`src/rtl/rr_arb_pkg.sv`:
```
// Shared types and helpers for the four-requester round-robin mux arbiter.
package rr_arb_pkg;

  localparam int unsigned N_REQ = 4;
  localparam int unsigned SEL_W = 2;

  typedef enum logic {
    IDLE = 1'b0,
    BUSY = 1'b1
  } state_t;

  typedef struct packed {
    logic             found;
    logic [SEL_W-1:0] idx;
  } pick_t;

  // First set bit of v, scanning upward from start and wrapping modulo N_REQ.
  function automatic pick_t first_set(input logic [N_REQ-1:0] v,
                                      input logic [SEL_W-1:0] start);
    pick_t            p;
    logic [SEL_W-1:0] k;
    p = '0;
    for (int unsigned i = 0; i < N_REQ; i++) begin
      k = start + SEL_W'(i);
      if (!p.found && v[k]) begin
        p.found = 1'b1;
        p.idx   = k;
      end
    end
    return p;
  endfunction

endpackage

```
`src/rtl/mux4_word.sv`:
```
// WIDTH-bit 4:1 word multiplexer driven by a 2-bit binary select.
module mux4_word #(
  parameter int unsigned WIDTH = 8
) (
  input  logic [WIDTH-1:0] in0,
  input  logic [WIDTH-1:0] in1,
  input  logic [WIDTH-1:0] in2,
  input  logic [WIDTH-1:0] in3,
  input  logic [1:0]       s,
  output logic [WIDTH-1:0] out
);

  always_comb begin
    out = in0;
    case (s)
      2'd1:    out = in1;
      2'd2:    out = in2;
      2'd3:    out = in3;
      default: out = in0;
    endcase
  end

endmodule

```
`src/rtl/rr_mux_arbiter.sv`:
```
// Round-robin arbiter for four requesters sharing one word channel, with a
// per-tenure hold limit that only bites while another requester is waiting.
module rr_mux_arbiter
  import rr_arb_pkg::*;
#(
  parameter int unsigned WIDTH    = 8,
  parameter int unsigned MAX_HOLD = 4
) (
  input  logic               clk,
  input  logic               rst_n,
  input  logic [3:0]         req,
  input  logic [4*WIDTH-1:0] din,
  output logic [3:0]         gnt,
  output logic [1:0]         sel,
  output logic               busy,
  output logic [WIDTH-1:0]   dout
);

  localparam logic [7:0] HOLD_SAT = 8'(MAX_HOLD - 1);

  state_t           state, state_n;
  logic [SEL_W-1:0] ptr, ptr_n, sel_n;
  logic [N_REQ-1:0] gnt_n, owner;
  logic [7:0]       hold_cnt, hold_n;
  logic [WIDTH-1:0] mux_out;
  pick_t            pick;
  logic             grant;

  always_ff @(posedge clk or negedge rst_n) begin
    if (!rst_n) begin
      state    <= IDLE;
      ptr      <= '0;
      sel      <= '0;
      gnt      <= '0;
      hold_cnt <= '0;
    end else begin
      state    <= state_n;
      ptr      <= ptr_n;
      sel      <= sel_n;
      gnt      <= gnt_n;
      hold_cnt <= hold_n;
    end
  end

  always_comb begin
    state_n = state;
    ptr_n   = ptr;
    sel_n   = sel;
    gnt_n   = gnt;
    hold_n  = hold_cnt;
    pick    = '0;
    grant   = 1'b0;
    owner   = 4'b0001 << sel;
    case (state)
      IDLE: begin
        pick  = first_set(req, ptr);
        grant = pick.found;
      end
      BUSY: begin
        if (!req[sel]) begin
          // Release re-arbitrates from the owner's successor so a waiter
          // takes over on the very next edge without an idle bubble.
          pick  = first_set(req, sel + 2'd1);
          grant = pick.found;
          if (!pick.found) begin
            state_n = IDLE;
            gnt_n   = '0;
            hold_n  = '0;
          end
        end else if (hold_cnt == HOLD_SAT) begin
          // Saturated: stay put unless someone else is waiting.
          pick  = first_set(req & ~owner, sel + 2'd1);
          grant = pick.found;
        end else begin
          hold_n = hold_cnt + 8'd1;
        end
      end
      default: ;
    endcase
    if (grant) begin
      state_n = BUSY;
      sel_n   = pick.idx;
      gnt_n   = 4'b0001 << pick.idx;
      ptr_n   = pick.idx + 2'd1;
      hold_n  = '0;
    end
  end

  assign busy = (state == BUSY);

  mux4_word #(.WIDTH(WIDTH)) u_mux (
    .in0 (din[0*WIDTH +: WIDTH]),
    .in1 (din[1*WIDTH +: WIDTH]),
    .in2 (din[2*WIDTH +: WIDTH]),
    .in3 (din[3*WIDTH +: WIDTH]),
    .s   (sel),
    .out (mux_out)
  );

  assign dout = mux_out & {WIDTH{busy}};

endmodule

```
`config.mk`:
```
export PLATFORM = sky130hd
export DESIGN_NAME = rr_mux_arbiter
export DESIGN_NICKNAME = d
export VERILOG_FILES = /design/src/rtl/rr_arb_pkg.sv /design/src/rtl/mux4_word.sv /design/src/rtl/rr_mux_arbiter.sv
export SDC_FILE = /design/constraint.sdc
export NUM_CORES = 1
export LEC_CHECK = 0
export CAP_MARGIN = 10
export CORE_MARGIN = 2
export CORE_UTILIZATION = 53
export CTS_BUF_LIST = sky130_fd_sc_hd__clkbuf_8
export CTS_CLUSTER_SIZE = 24
export DETAILED_ROUTE_END_ITERATION = 12
export GPL_TIMING_DRIVEN = 0
export PLACE_DENSITY = 0.88
export SYNTH_ARGS = -nofsm -noshare
export SYNTH_HDL_FRONTEND = slang
export SYNTH_SLANG_ARGS = --single-unit
```
`constraint.sdc`:
```
create_clock -name clk -period 4.5 [get_ports clk]
set_input_delay 0.45 -clock clk [delete_from_list [all_inputs] [get_ports clk]]
set_output_delay 0.45 -clock clk [all_outputs]
set_load 0.005 [all_outputs]
```
# [Word level (Yosys, flattened, before mapping)]
# Index checks and enable logic that the tools add are counted.
[word_totals] input_bits=38 word_cells=136 regBits=17 output_inout_bits=15
[op_classes] bitwise_logic=4 add_sub_neg=9 n_lt_le_gt_ge=9 n_eq_ne=8 n_reduce_logical=21 n_shift=2 muxes=78
[ops] operator="2-to-1 mux 3 bit" count=32
[ops] operator="2-to-1 mux 8 bit" count=5
[ops] operator="less-than comparator 2 x 3 -> 1 bit (second input constant)" count=9
[ops] operator="binary-select mux 1 bit (select 2 bit)" count=13
[ops] operator="one-hot mux 8 bit (3 select lines)" count=1
[ops] operator="2-to-1 mux 1 bit" count=19
[ops] operator="2-to-1 mux 4 bit" count=4
[ops] operator="logical AND 1 bit" count=9
[ops] operator="logical NOT 1 bit" count=9
[ops] operator="adder 2 x 1 -> 2 bit (second input constant)" count=4
[ops] operator="adder 2 bit (second input constant)" count=4
[ops] operator="adder 8 x 1 -> 8 bit (second input constant)" count=1
[ops] operator="bitwise AND 8 bit" count=1
[ops] operator="== test 8 x 2 -> 1 bit (second input constant)" count=1
[ops] operator="left shift 1 x 2 -> 4 bit (first input constant)" count=2
[ops] operator="!= test 3 bit (second input constant)" count=2
[ops] operator="AND reduction 3 bit" count=2
[ops] operator="bitwise AND 4 bit" count=1
[ops] operator="== test 2 bit (second input constant)" count=2
[ops] operator="2-to-1 mux 2 bit" count=2
[ops] operator="!= test 2 bit (second input constant)" count=2
[ops] operator="NOT 4 bit" count=1
[ops] operator="one-hot mux 2 bit (2 select lines)" count=1
[ops] operator="== test 2 x 1 -> 1 bit (second input constant)" count=1
[ops] operator="3 further kinds" count=3

# [Depth between registers and ports, before layout]
# Gate-level depths: netlist (run 1).
[logic_depth] word_depth=29 depth_mapped=15 mapped_depth_nobuf=11

# [By module]
# A second synthesis (run 1) with hierarchy kept.
[hier_totals] hier_cells=204 hier_area_um2=1846.8
[by_module_without_submodules] mod="rr_mux_arbiter" seq_area_each_um2=425.4 n_inst=1 cells_per_inst=194 area_per_inst_um2=1650.3
[by_module_without_submodules] mod="mux4_word" seq_area_each_um2=0.0 n_inst=1 cells_per_inst=10 area_per_inst_um2=196.4

# [Worst setup path before layout (run 1)]
# Ideal clock, no wire load.
[synth_path] path_type="register to register" startpoint="register sel[0]" endpoint="register ptr[1]" t_arrival_ps=3004 slack_ps=1371 required_ps=4375 n_path_buf=3 path_stages_with_launch=14 setup_time_ps=125 path_cell_list="dfrtp_1 -> buf_6 -> buf_6 -> inv_1 -> ha_1 -> buf_2 -> or2_2 -> o22a_1 -> o311ai_1 -> a31oi_1 -> a311oi_2 -> inv_1 -> ha_1 -> mux2_2"
[synth_rtl] element="start: declaration" line="rr_mux_arbiter.sv:14" rtl="output logic [1:0] sel,"
[synth_rtl] element="start signal: assignment" line="rr_mux_arbiter.sv:39" rtl="sel <= sel_n;"
[synth_rtl] element="end signal: assignment" line="rr_mux_arbiter.sv:38" rtl="ptr <= ptr_n;"
[synth_rtl] element="end: declaration" line="rr_mux_arbiter.sv:22" rtl="logic [SEL_W-1:0] ptr, ptr_n, sel_n;"

==> out/results.tsv, run 1 <==
stage	metric	value	unit
sta	rsz0062_at_grt	no	
synth	async_flop_share	100	%
power_and_ir_drop	power.density	614	mW/mm^2
routing	ant_nets	0	
place	place_congestion	0.905	
critical_path	crit_chain	buf_6 > buf_6 > inv_1 > ha_1 > buf_2 > or2_2 > o22a_1 > o311ai_1 > a31oi_1 > a311oi_2 > inv_1 > ha_1 > mux2_2	
grt	antenna_found_initial	0	
cts	post_cts_resized	0	
sta	setup_violations	0	
place	pre_cts_ws	0.954	ns
cts	cts_buffers	3	
floorplan	rows	21	
critical_path	path_class	flop to flop	
sta	hold_slack	0.520	ns
cts	cts_setup_buffers	0	
power_and_ir_drop	power_leakage	0.995	nW
floorplan	die_area	0.00386	sq mm
sta	tns	0	ns
synth	ys_ff_latch	17	
routing	top_layer_used	met4	
floorplan	fp.dieW	62.1	microns
synth	synth-edff-count	0	
grt	grt_pass1_wl	8.39	mm
critical_path	worst-path-buf-inv	5	
routing	dr.pass1.iters	4	
critical_path	worstSetupEndpointType	flop	
synth	yosysTopAreaCellShare	23.8	%
synth	synth_area	0.00179	sq mm
sta	finalWorstSetupSlack	0.916	ns
cts	cts_tree	built	
cts	cts-root-buf	clkbuf_8	
routing	drcViolationCount	0	
floorplan	ios	53	
synth	synth_fp_nets	262	
synth	post_synth.cell_area_avg	8.33	sq um
critical_path	crit_path_top_delay_cell	a311oi_2	
synth	yosysUniqueCellTypes	52	
cts	clk_pin_slew	0.07	ns
power_and_ir_drop	peakVddDrop	0.000353	V
grt	track_usage	26.2	%
cts	cts_sinks	17	
sta	final_max_slew_viol_count	0	
hold_path	hold_class	flop to flop	
grt	grt_max_degree	18	
finish	nets	319	
sta	worstMarginPinSlew	0.754	ns
place	dp_hpwl	3.77	mm
job	maxCapViolCount	0	
sta	finalCritPeriodShare	79.7	%
run_status	status	finished, final reports clean	
critical_path	critPathRequiredTime	4.64	ns
cts	ctsLongestPathBuffers	2	
cts	cts_hold_buf	0	
finish	num_antenna_cells	0	
power_and_ir_drop	power.total	1.48	mW
synth	yosys-top-cells-area	dfrtp_1 (24%), ha_1 (6.3%), o21ai_0 (5.6%)	
routing	num_vias	1866	
sta	slew-limit-headroom	49.6	%
finish	syn_to_final_growth	34.8	%
routing	via_per_inst	5.89	
cts	htree_levels	1	
sta	max_freq	279	MHz
grt	grt_overflow	0	
critical_path	crit_fanout	10	
sta	finalClockSkew	0.00506	ns
grt	first_global_vias	1845	
routing	met1_length	2.14	mm
synth	yosysWarningCount	0	
sta	min_period	3.58	ns
finish	drive_above_1_share	9.96	%
routing	routed_wl	4.93	mm
sta	hold_viol_final	0	
critical_path	cp_data_arrival_time	3.72	ns
floorplan	core	0.00328	sq mm
critical_path	path_delay_family	compound AO/OA/AOI/OAI gates	
synth	yosysSeqAreaShare	23.8	%
critical_path	start_kind	flop	
place	port_buffers	52	
routing	wl_per_cell	15.5	microns
synth	synth-main-ff-cell	dfrtp_1	
synth	yosysTopAreaCell	dfrtp_1	
cts	clkLatencyLatePin	0.25	ns
synth	syn-instance-count	215	
floorplan	chipHeight	62.1	microns
critical_path	cpPeakStageDelay	0.47	ns
routing	dr_wl_met2	2.47	mm
floorplan	initial_core_util	54.5	%
finish	fin_cells	317	
routing	drtIter0Drc	136	
place	dp.cells	313	
routing	dr_wl_met3	297	microns
## final cells by class
type | count | area [sq um]
inverter | 11 | 41.3
fill | 272 | 871
buffer | 17 | 105
sequential | 17 | 425
clock inverter | 1 | 3.75
tap | 46 | 57.6
multi-input combinational | 170 | 1220
clock buffer | 3 | 41.3
timing repair buffer | 52 | 520
## cells by family (layout without fill, tap and decap cells)
kind of cell,count (synthesis),count (layout),share of synthesized area [%]
AOI/OAI and AO/OA,70,70,27.8
DFF,17,17,23.8
xor gates and xnor gates,6,6,2.93
adders and majority gates,9,9,6.29
and+or+nand+nor,71,71,20.9
buffers and inverters,28,84,8.18
muxes,14,14,10.1
## sequential cells by signal, indices dropped and copies added (netlist names)
register  flops
gnt           4
hold_cnt      8
sel           2
busy          1
ptr           2
## through the flow
stage | instance area [sq um] | utilization, %
CTS | 2410 | 73.5
detailed placement | 2370 | 72.1
global placement | 2370 | 72.1
floorplan | 1790 | -
global route | 2410 | 73.5
finish | 2410 | 73.5
## synth_stat cells (4+ instances only)
| cell type | n |
|---|---|
| nor2_1 | 14 |
| buf_2 | 6 |
| and2_1 | 10 |
| inv_1 | 10 |
| xor2_1 | 6 |
| buf_6 | 4 |
| a21oi_1 | 9 |
| nand2_1 | 19 |
| o21ai_0 | 20 |
| mux2i_1 | 8 |
| ha_1 | 9 |
| clkbuf_1 | 5 |
| o2111ai_1 | 5 |
| and3_1 | 6 |
| a222oi_1 | 8 |
| dfrtp_1 | 17 |
| o22ai_1 | 4 |
| a22oi_1 | 4 |
## final timing paths
kind                                         start                      end  slack (ns)  cells after the start
setup / recovery                sel[0]$_DFFE_PN0P_       ptr[1]$_DFFE_PN0P_        0.92                     13
hold / removal             hold_cnt[3]$_DFFE_PN0P_  hold_cnt[3]$_DFFE_PN0P_        0.52                      1
setup reg to reg                sel[0]$_DFFE_PN0P_       ptr[1]$_DFFE_PN0P_        0.92                     13
hold reg to reg            hold_cnt[3]$_DFFE_PN0P_  hold_cnt[3]$_DFFE_PN0P_        0.52                      1
max in group asynchronous                    rst_n       gnt[1]$_DFFE_PN0P_        3.38                      1
min in group asynchronous                    rst_n  hold_cnt[0]$_DFFE_PN0P_        0.64                      1
## layer usage
metal,vias to the layer above,track usage (%)
met3,2,6.16
li1,917,-
met5,-,0
met1,883,31.7
met4,0,4.44
met2,64,47.8
## power by group
| part | total [mW] | switching (mW) | internal (mW) |
|---|---|---|---|
| registers | 0.251 | 0.0501 | 0.201 |
| clock network | 0.111 | 0.0507 | 0.0606 |
| logic | 1.12 | 0.569 | 0.550 |
| total | 1.48 | 0.670 | 0.812 |
## layout by cell type (no fill, tap or decap), drive strengths merged, types with 3 or more instances in the layout
master         count
mux2               3
a222oi             8
nor2              16
clkbuf             8
mux2i              8
nand2             19
a21oi              9
a31oi              3
o22ai              4
o2111ai            5
ha                 9
mux4               3
o22a               3
clkdlybuf4s50     52
buf               12
inv               12
and3               6
dfrtp             17
o21ai             21
and2              10
a22oi              4
nor2b              3
xor2               6
(Power assumes the default switching activity.)
==> run 2: changes to the inputs <==
--- a/config.mk
+++ b/config.mk
@@ -7,12 +7,12 @@
 export LEC_CHECK = 0
 export CAP_MARGIN = 10
 export CORE_MARGIN = 2
-export CORE_UTILIZATION = 53
+export CORE_UTILIZATION = 44
 export CTS_BUF_LIST = sky130_fd_sc_hd__clkbuf_8
 export CTS_CLUSTER_SIZE = 24
 export DETAILED_ROUTE_END_ITERATION = 12
 export GPL_TIMING_DRIVEN = 0
-export PLACE_DENSITY = 0.88
+export PLACE_DENSITY = 0.78
 export SYNTH_ARGS = -nofsm -noshare
 export SYNTH_HDL_FRONTEND = slang
 export SYNTH_SLANG_ARGS = --single-unit
==> constraint.sdc (replaced) <==
create_clock -name clk -period 3 [get_ports clk]
set_input_delay 0.3 -clock clk [delete_from_list [all_inputs] [get_ports clk]]
set_output_delay 0.3 -clock clk [all_outputs]
set_load 0.005 [all_outputs]
==> run 2 against run 1 <==
Effect of this change:
- sequential share of layout area shrank 0.82 points
- via count grew 3.4%
- total power increased by 65%
- sequential power rose by 50%
- critical path depth shrank 1
- clock skew down 0.0035 ns
- count of clock-buffer cells in the layout is the same
- die area up 19%
- global-route usage shrank 2.8 points
==> out/results.tsv, run 2 (synthesis gave the netlist of run 1 again) <==
stage	metric	value	unit	change
run_status	status	finished, final reports clean		
critical_path	cp_common_cell	buf_4		
cts	cts-root-buf	clkbuf_8		
cts	clkLatencyLatePin	0.25	ns	about the same
floorplan	rows	23		+9.5%
sta	tns	0	ns	unchanged
sta	min_period	2.93	ns	-0.652 ns
floorplan	fp.dieW	67.8	microns	+9.1%
grt	antenna_found_initial	0		unchanged
routing	wl_per_cell	16.6	microns	+6.7%
finish	num_antenna_cells	0		unchanged
grt	track_usage	23.3	%	-2.8 points
sta	worstMarginPinSlew	0.792	ns	+0.0380 ns
critical_path	crit_path_top_delay_cell	dfrtp_1		
routing	drcViolationCount	0		unchanged
routing	routed_wl	5.42	mm	+10%
routing	via_per_inst	5.90		+0.21%
critical_path	startpoint	sel[0]$_DFFE_PN0P_		
finish	layout_commonest_cell	clkdlybuf4s50_1		
routing	ant_nets	0		unchanged
critical_path	cpPeakStageDelay	0.40	ns	-0.07 ns
sta	finalWorstSetupSlack	0.0677	ns	-0.848 ns
finish	largest_reg_flops	8		unchanged
critical_path	cp_data_arrival_time	3.07	ns	-0.65 ns
place	dp_hpwl	4.04	mm	+7.1%
routing	dr.pass1.iters	5		+1
sta	hold_slack	0.510	ns	-0.00989 ns
place	placed_area	0.00239	sq mm	+0.85%
routing	drtIter0Drc	132		-2.9%
floorplan	ios	53		unchanged
critical_path	critPathRequiredTime	3.14	ns	-1.50 ns
critical_path	path_class	flop to flop		
finish	syn_to_final_growth	41.8	%	
cts	clk_pin_slew	0.07	ns	about the same
cts	cts_tree	built		
power_and_ir_drop	power_leakage	1.04	nW	+4.5%
grt	grt_pass1_wl	8.31	mm	-0.91%
sta	setup_violations	0		unchanged
place	port_buffers	52		unchanged
critical_path	worstSetupEndpointType	flop		
cts	ctsLongestPathBuffers	2		unchanged
sta	finalClockSkew	0.00159	ns	-0.00347 ns
critical_path	crit_chain	buf_6 > buf_4 > buf_4 > buf_4 > or2_2 > o22a_1 > o311ai_1 > a31oi_1 > a311oi_2 > inv_1 > ha_1 > mux2_2		
sta	max_freq	341	MHz	+22%
finish	fill_cells	337		+24%
critical_path	timing.rr.start	sel[0]$_DFFE_PN0P_		
sta	final_max_slew_viol_count	0		unchanged
floorplan	die_area	0.00460	sq mm	+19%
floorplan	initial_core_util	45.1	%	-9.4 points
hold_path	hold_class	primary input to asynchronous set/reset pin		
cts	cts_sinks	17		unchanged
floorplan	chipHeight	67.8	microns	+9.1%
sta	finalCritPeriodShare	97.7	%	+18 points
grt	first_global_vias	1790		-3.0%
cts	cts_buffers	3		unchanged
routing	num_vias	1929		+3.4%
place	pre_cts_ws	-0.337	ns	-1.29 ns
place	place_congestion	0.887		-2.0%
power_and_ir_drop	power.density	966	mW/mm^2	+57%
critical_path	crit_fanout	10		unchanged
critical_path	start_kind	flop		
grt	grt_overflow	0		unchanged
finish	drive_above_1_share	17.0	%	+7.0 points
sta	hold_viol_final	0		unchanged
grt	grt_max_degree	18		unchanged
power_and_ir_drop	peakVddDrop	0.000728	V	+110%
finish	mostFrequentLayoutCells	clkdlybuf4s50_1 (52), nand2_1 (18), o21ai_0 (18)		
job	maxCapViolCount	0		unchanged
floorplan	core	0.00397	sq mm	+21%
finish	largest_registers	hold_cnt (8), gnt (4)		
finish	nets	325		+1.9%
sta	slew-limit-headroom	47.0	%	-2.5 points
cts	cts_hold_buf	0		unchanged
cts	htree_levels	1		unchanged
finish	stdcell_area	0.00254	sq mm	+5.2%
finish	regMostFlops	hold_cnt		
-- run 2: cell types whose count changed in the layout (fill, tap and decap cells not counted), moves of 2 or more --
cell	change
buf_4	+9
clkbuf_1	-3
buf_2	-2
ha_1	-2
inv_1	-2
o21ai_0	-2
o21ai_1	+2
or3b_1	-2
or3b_4	+2
-- run 2: power by group --
group,switching (mW),total (mW),internal [mW]
Combinational,0.926,1.91,0.981
Clock,0.0775,0.168,0.0907
Sequential,0.0741,0.377,0.303
Total,1.08,2.45,1.37
-- run 2: metal layers --
metal / vias to the layer above / global-route usage (%) / routed length, microns
met3: 6 / 1.83 / 272
met5: - / 0 / 0
met4: 0 / 6.75 / 44
met1: 934 / 32.1 / 2300
li1: 927 / - / -
met2: 62 / 39.1 / 2810
-- run 2: worst paths after layout --
path                                           end  slack, ns  cells past startpoint
min                        hold_cnt[1]$_DFFE_PN0P_       0.51                      1
max                             ptr[1]$_DFFE_PN0P_       0.07                     12
min reg2reg                     gnt[1]$_DFFE_PN0P_       0.53                      2
max reg2reg                     ptr[1]$_DFFE_PN0P_       0.07                     12
min in group clk                gnt[1]$_DFFE_PN0P_       0.53                      2
max in group asynchronous       sel[1]$_DFFE_PN0P_       1.95                      1
-- run 2: area by class of cell --
cell class / count / area, sq um / share of cell area (%)
Clock buffer: 3 / 41.3 / 1.63
Sequential cell: 17 / 427 / 16.8
Clock inverter: 1 / 3.75 / 0.148
Tap cell: 50 / 62.6 / 2.46
Multi-Input combinational cell: 170 / 1270 / 50.0
Buffer: 14 / 100 / 3.94
Inverter: 11 / 46.3 / 1.82
Timing Repair Buffer: 61 / 588 / 23.2
-- run 2: critical path, delay by kind of cell (launching register included) --
family / cells / cell delay (ns)
DFF: 1 / 0.40
adders and majority gates: 1 / 0.29
buffers and inverters: 5 / 0.71
AOI/OAI and AO/OA: 4 / 0.87
muxes: 1 / 0.26
and+or+nand+nor: 1 / 0.29
-- run 2: timing repair --
action	4_1_cts	5_1_grt
pin swaps	4	5
setup endpoints to repair	5	4
resized for setup	11	9
setup buffers	5	4
-- run 2: through the flow --
step	instances	total power, mW	utilization (%)
after floorplan	215	1.50	-
after global placement	317	2.03	60.1
after detailed placement	317	2.07	60.1
after CTS	323	2.36	62.4
after global routing	327	2.65	63.9
final	327	2.45	63.9
==> run 3: changes to the inputs <==
--- a/config.mk
+++ b/config.mk
@@ -11,7 +11,6 @@
 export CTS_BUF_LIST = sky130_fd_sc_hd__clkbuf_8
 export CTS_CLUSTER_SIZE = 24
 export DETAILED_ROUTE_END_ITERATION = 12
-export GPL_TIMING_DRIVEN = 0
 export PLACE_DENSITY = 0.78
 export SYNTH_ARGS = -nofsm -noshare
 export SYNTH_HDL_FRONTEND = slang
==> run 3 against run 2 <==
Effect of this change:
- sequential share of layout area rose by 0.10 points
- non-clock buffer count rose by 3
- combinational power fell by 2%
- routed wire length fell by 4.0%
- cell count rose by 0.92%
- count of clock-buffer cells in the layout did not move
- global-route usage fell by 1.2 points
- first-iteration DRC count rose by 7.6%
- worst setup slack improved by 0.055 ns
- clock power barely moved
- clock skew barely moved
- largest cell class unchanged
==> out/results.tsv, run 3 (synthesis gave the netlist of run 1 again) <==
stage	metric	value	unit	change
run_status	status	finished, final reports clean		
finish	stdcell_area	0.00252	sq mm	-0.59%
place	place_congestion	0.950		+7.1%
sta	hold_viol_final	0		unchanged
grt	grt_overflow	0		unchanged
power_and_ir_drop	power.total	2.40	mW	-2.0%
critical_path	critPathRequiredTime	3.14	ns	about the same
power_and_ir_drop	peakVddDrop	0.000671	V	-7.8%
job	maxCapViolCount	0		unchanged
grt	use_met3	2.83	%	+1.0 points
finish	largest_registers	hold_cnt (8), gnt (4)		
cts	cts_hold_buf	0		unchanged
grt	top_usage_layer	met2		
critical_path	path_class	flop to flop		
grt	use_met1	27.4	%	-4.7 points
grt	first_global_vias	1790		unchanged
cts	cts-root-buf	clkbuf_8		
finish	nets	328		+0.92%
sta	min_period	2.88	ns	-0.0553 ns
critical_path	cp_data_arrival_time	3.02	ns	-0.05 ns
finish	mostFrequentLayoutCells	clkdlybuf4s50_1 (52), buf_4 (25), o21ai_0 (20)		
finish	regMostFlops	hold_cnt		
routing	routed_wl	5.21	mm	-4.0%
floorplan	fp.dieW	67.8	microns	unchanged
sta	finalWorstSetupSlack	0.123	ns	+0.0553 ns
finish	final_util	63.5	%	-0.38 points
floorplan	die_area	0.00460	sq mm	unchanged
routing	num_vias	1922		-0.36%
cts	cts_buffers	3		unchanged
sta	setup_violations	0		unchanged
floorplan	chipHeight	67.8	microns	unchanged
routing	via_per_inst	5.82		-1.3%
power_and_ir_drop	power.density	952	mW/mm^2	-1.5%
grt	grt_max_degree	18		unchanged
routing	dr.pass1.iters	4		-1
routing	ant_nets	0		unchanged
cts	ctsLongestPathBuffers	2		unchanged
sta	finalClockSkew	0.00121	ns	-0.000381 ns
sta	max_freq	348	MHz	+1.9%
finish	num_antenna_cells	0		unchanged
sta	tns	0	ns	unchanged
cts	clkLatencyLatePin	0.25	ns	about the same
place	placed_area	0.00242	sq mm	+1.5%
critical_path	start_kind	flop		
grt	grt_pass1_wl	7.87	mm	-5.3%
floorplan	core	0.00397	sq mm	unchanged
routing	wl_per_cell	15.8	microns	-4.9%
sta	rsz0062_at_grt	yes		
sta	final_max_slew_viol_count	0		unchanged
critical_path	crit_fanout	6		-4
grt	use_met2	38.8	%	-0.25 points
critical_path	worstSetupEndpointType	flop		
hold_path	hold_class	primary input to asynchronous set/reset pin		
floorplan	rows	23		unchanged
cts	clk_pin_slew	0.06	ns	about the same
finish	syn_to_final_growth	41.0	%	
routing	drcViolationCount	0		unchanged
cts	cts_sinks	17		unchanged
finish	largest_reg_flops	8		unchanged
power_and_ir_drop	power_leakage	1.05	nW	+1.1%
routing	drtIter0Drc	142		+7.6%
place	dp_hpwl	3.90	mm	-3.5%
floorplan	initial_core_util	45.1	%	unchanged
place	pre_cts_ws	0.0505	ns	+0.387 ns
grt	track_usage	22.1	%	-1.2 points
grt	antenna_found_initial	0		unchanged
sta	worstMarginPinSlew	0.734	ns	-0.0579 ns
finish	layout_commonest_cell	clkdlybuf4s50_1		
floorplan	ios	53		unchanged
sta	finalCritPeriodShare	95.9	%	-1.8 points
sta	slew-limit-headroom	50.9	%	+3.9 points
cts	cts_tree	built		
cts	htree_levels	1		unchanged
place	port_buffers	52		unchanged
finish	drive_above_1_share	16.8	%	-0.18 points
## run 3: per-layer routing
layer	vias up	wire, microns
li1	936	-
met1	917	2210
met2	57	2640
met3	12	253
met4	0	99
met5	-	0
## run 3: worst max-delay path, cell delays in order (launching register included)
cell	delay, ns
dfrtp_2	0.42
inv_2	0.10
ha_4	0.24
buf_2	0.17
or2_2	0.31
o22a_1	0.20
o311ai_1	0.27
a31oi_1	0.11
a311oi_2	0.31
inv_1	0.10
ha_1	0.29
mux2_2	0.26
## run 3: path summary, 6_finish.rpt
path,cells after the start,to,start,slack [ns]
setup / recovery,11,ptr[1]$_DFFE_PN0P_,sel[1]$_DFFE_PN0P_,0.12
hold / removal,1,hold_cnt[1]$_DFFE_PN0P_,rst_n,0.48
setup reg to reg,11,ptr[1]$_DFFE_PN0P_,sel[1]$_DFFE_PN0P_,0.12
hold reg to reg,2,gnt[1]$_DFFE_PN0P_,gnt[1]$_DFFE_PN0P_,0.54
max in group asynchronous,1,sel[1]$_DFFE_PN0P_,rst_n,2.01
min in group clk,2,gnt[1]$_DFFE_PN0P_,gnt[1]$_DFFE_PN0P_,0.54
## run 3: power breakdown
group | internal, mW | switching, mW | leakage, nW | total (mW)
registers | 0.303 | 0.0663 | 0.217 | 0.369
clock network | 0.0909 | 0.0761 | 0.0269 | 0.167
logic | 0.966 | 0.900 | 0.807 | 1.87
total | 1.36 | 1.04 | 1.05 | 2.40
## run 3: repair_timing
action / 4_1_cts / 5_1_grt
gates resized for setup: 0 / 4
endpoints found under the setup margin: 0 / 4
buffers inserted: 0 / 7
## run 3: through the flow
stage               hold slack (ns)  std cells
global placement              0.510        319
global route                  0.555        330
floorplan                   0.00441        215
detailed placement            0.530        319
CTS                           0.507        323
finish                        0.483        330
## run 3: layout make-up
type | count | area (sq um)
well taps | 50 | 62.6
fillers | 344 | 1450
repair buffers | 78 | 713
multi-input cells | 170 | 1230
flip-flops and latches | 17 | 427
inverters | 11 | 45.0
clock buffers | 3 | 41.3
clock inverters | 1 | 3.75
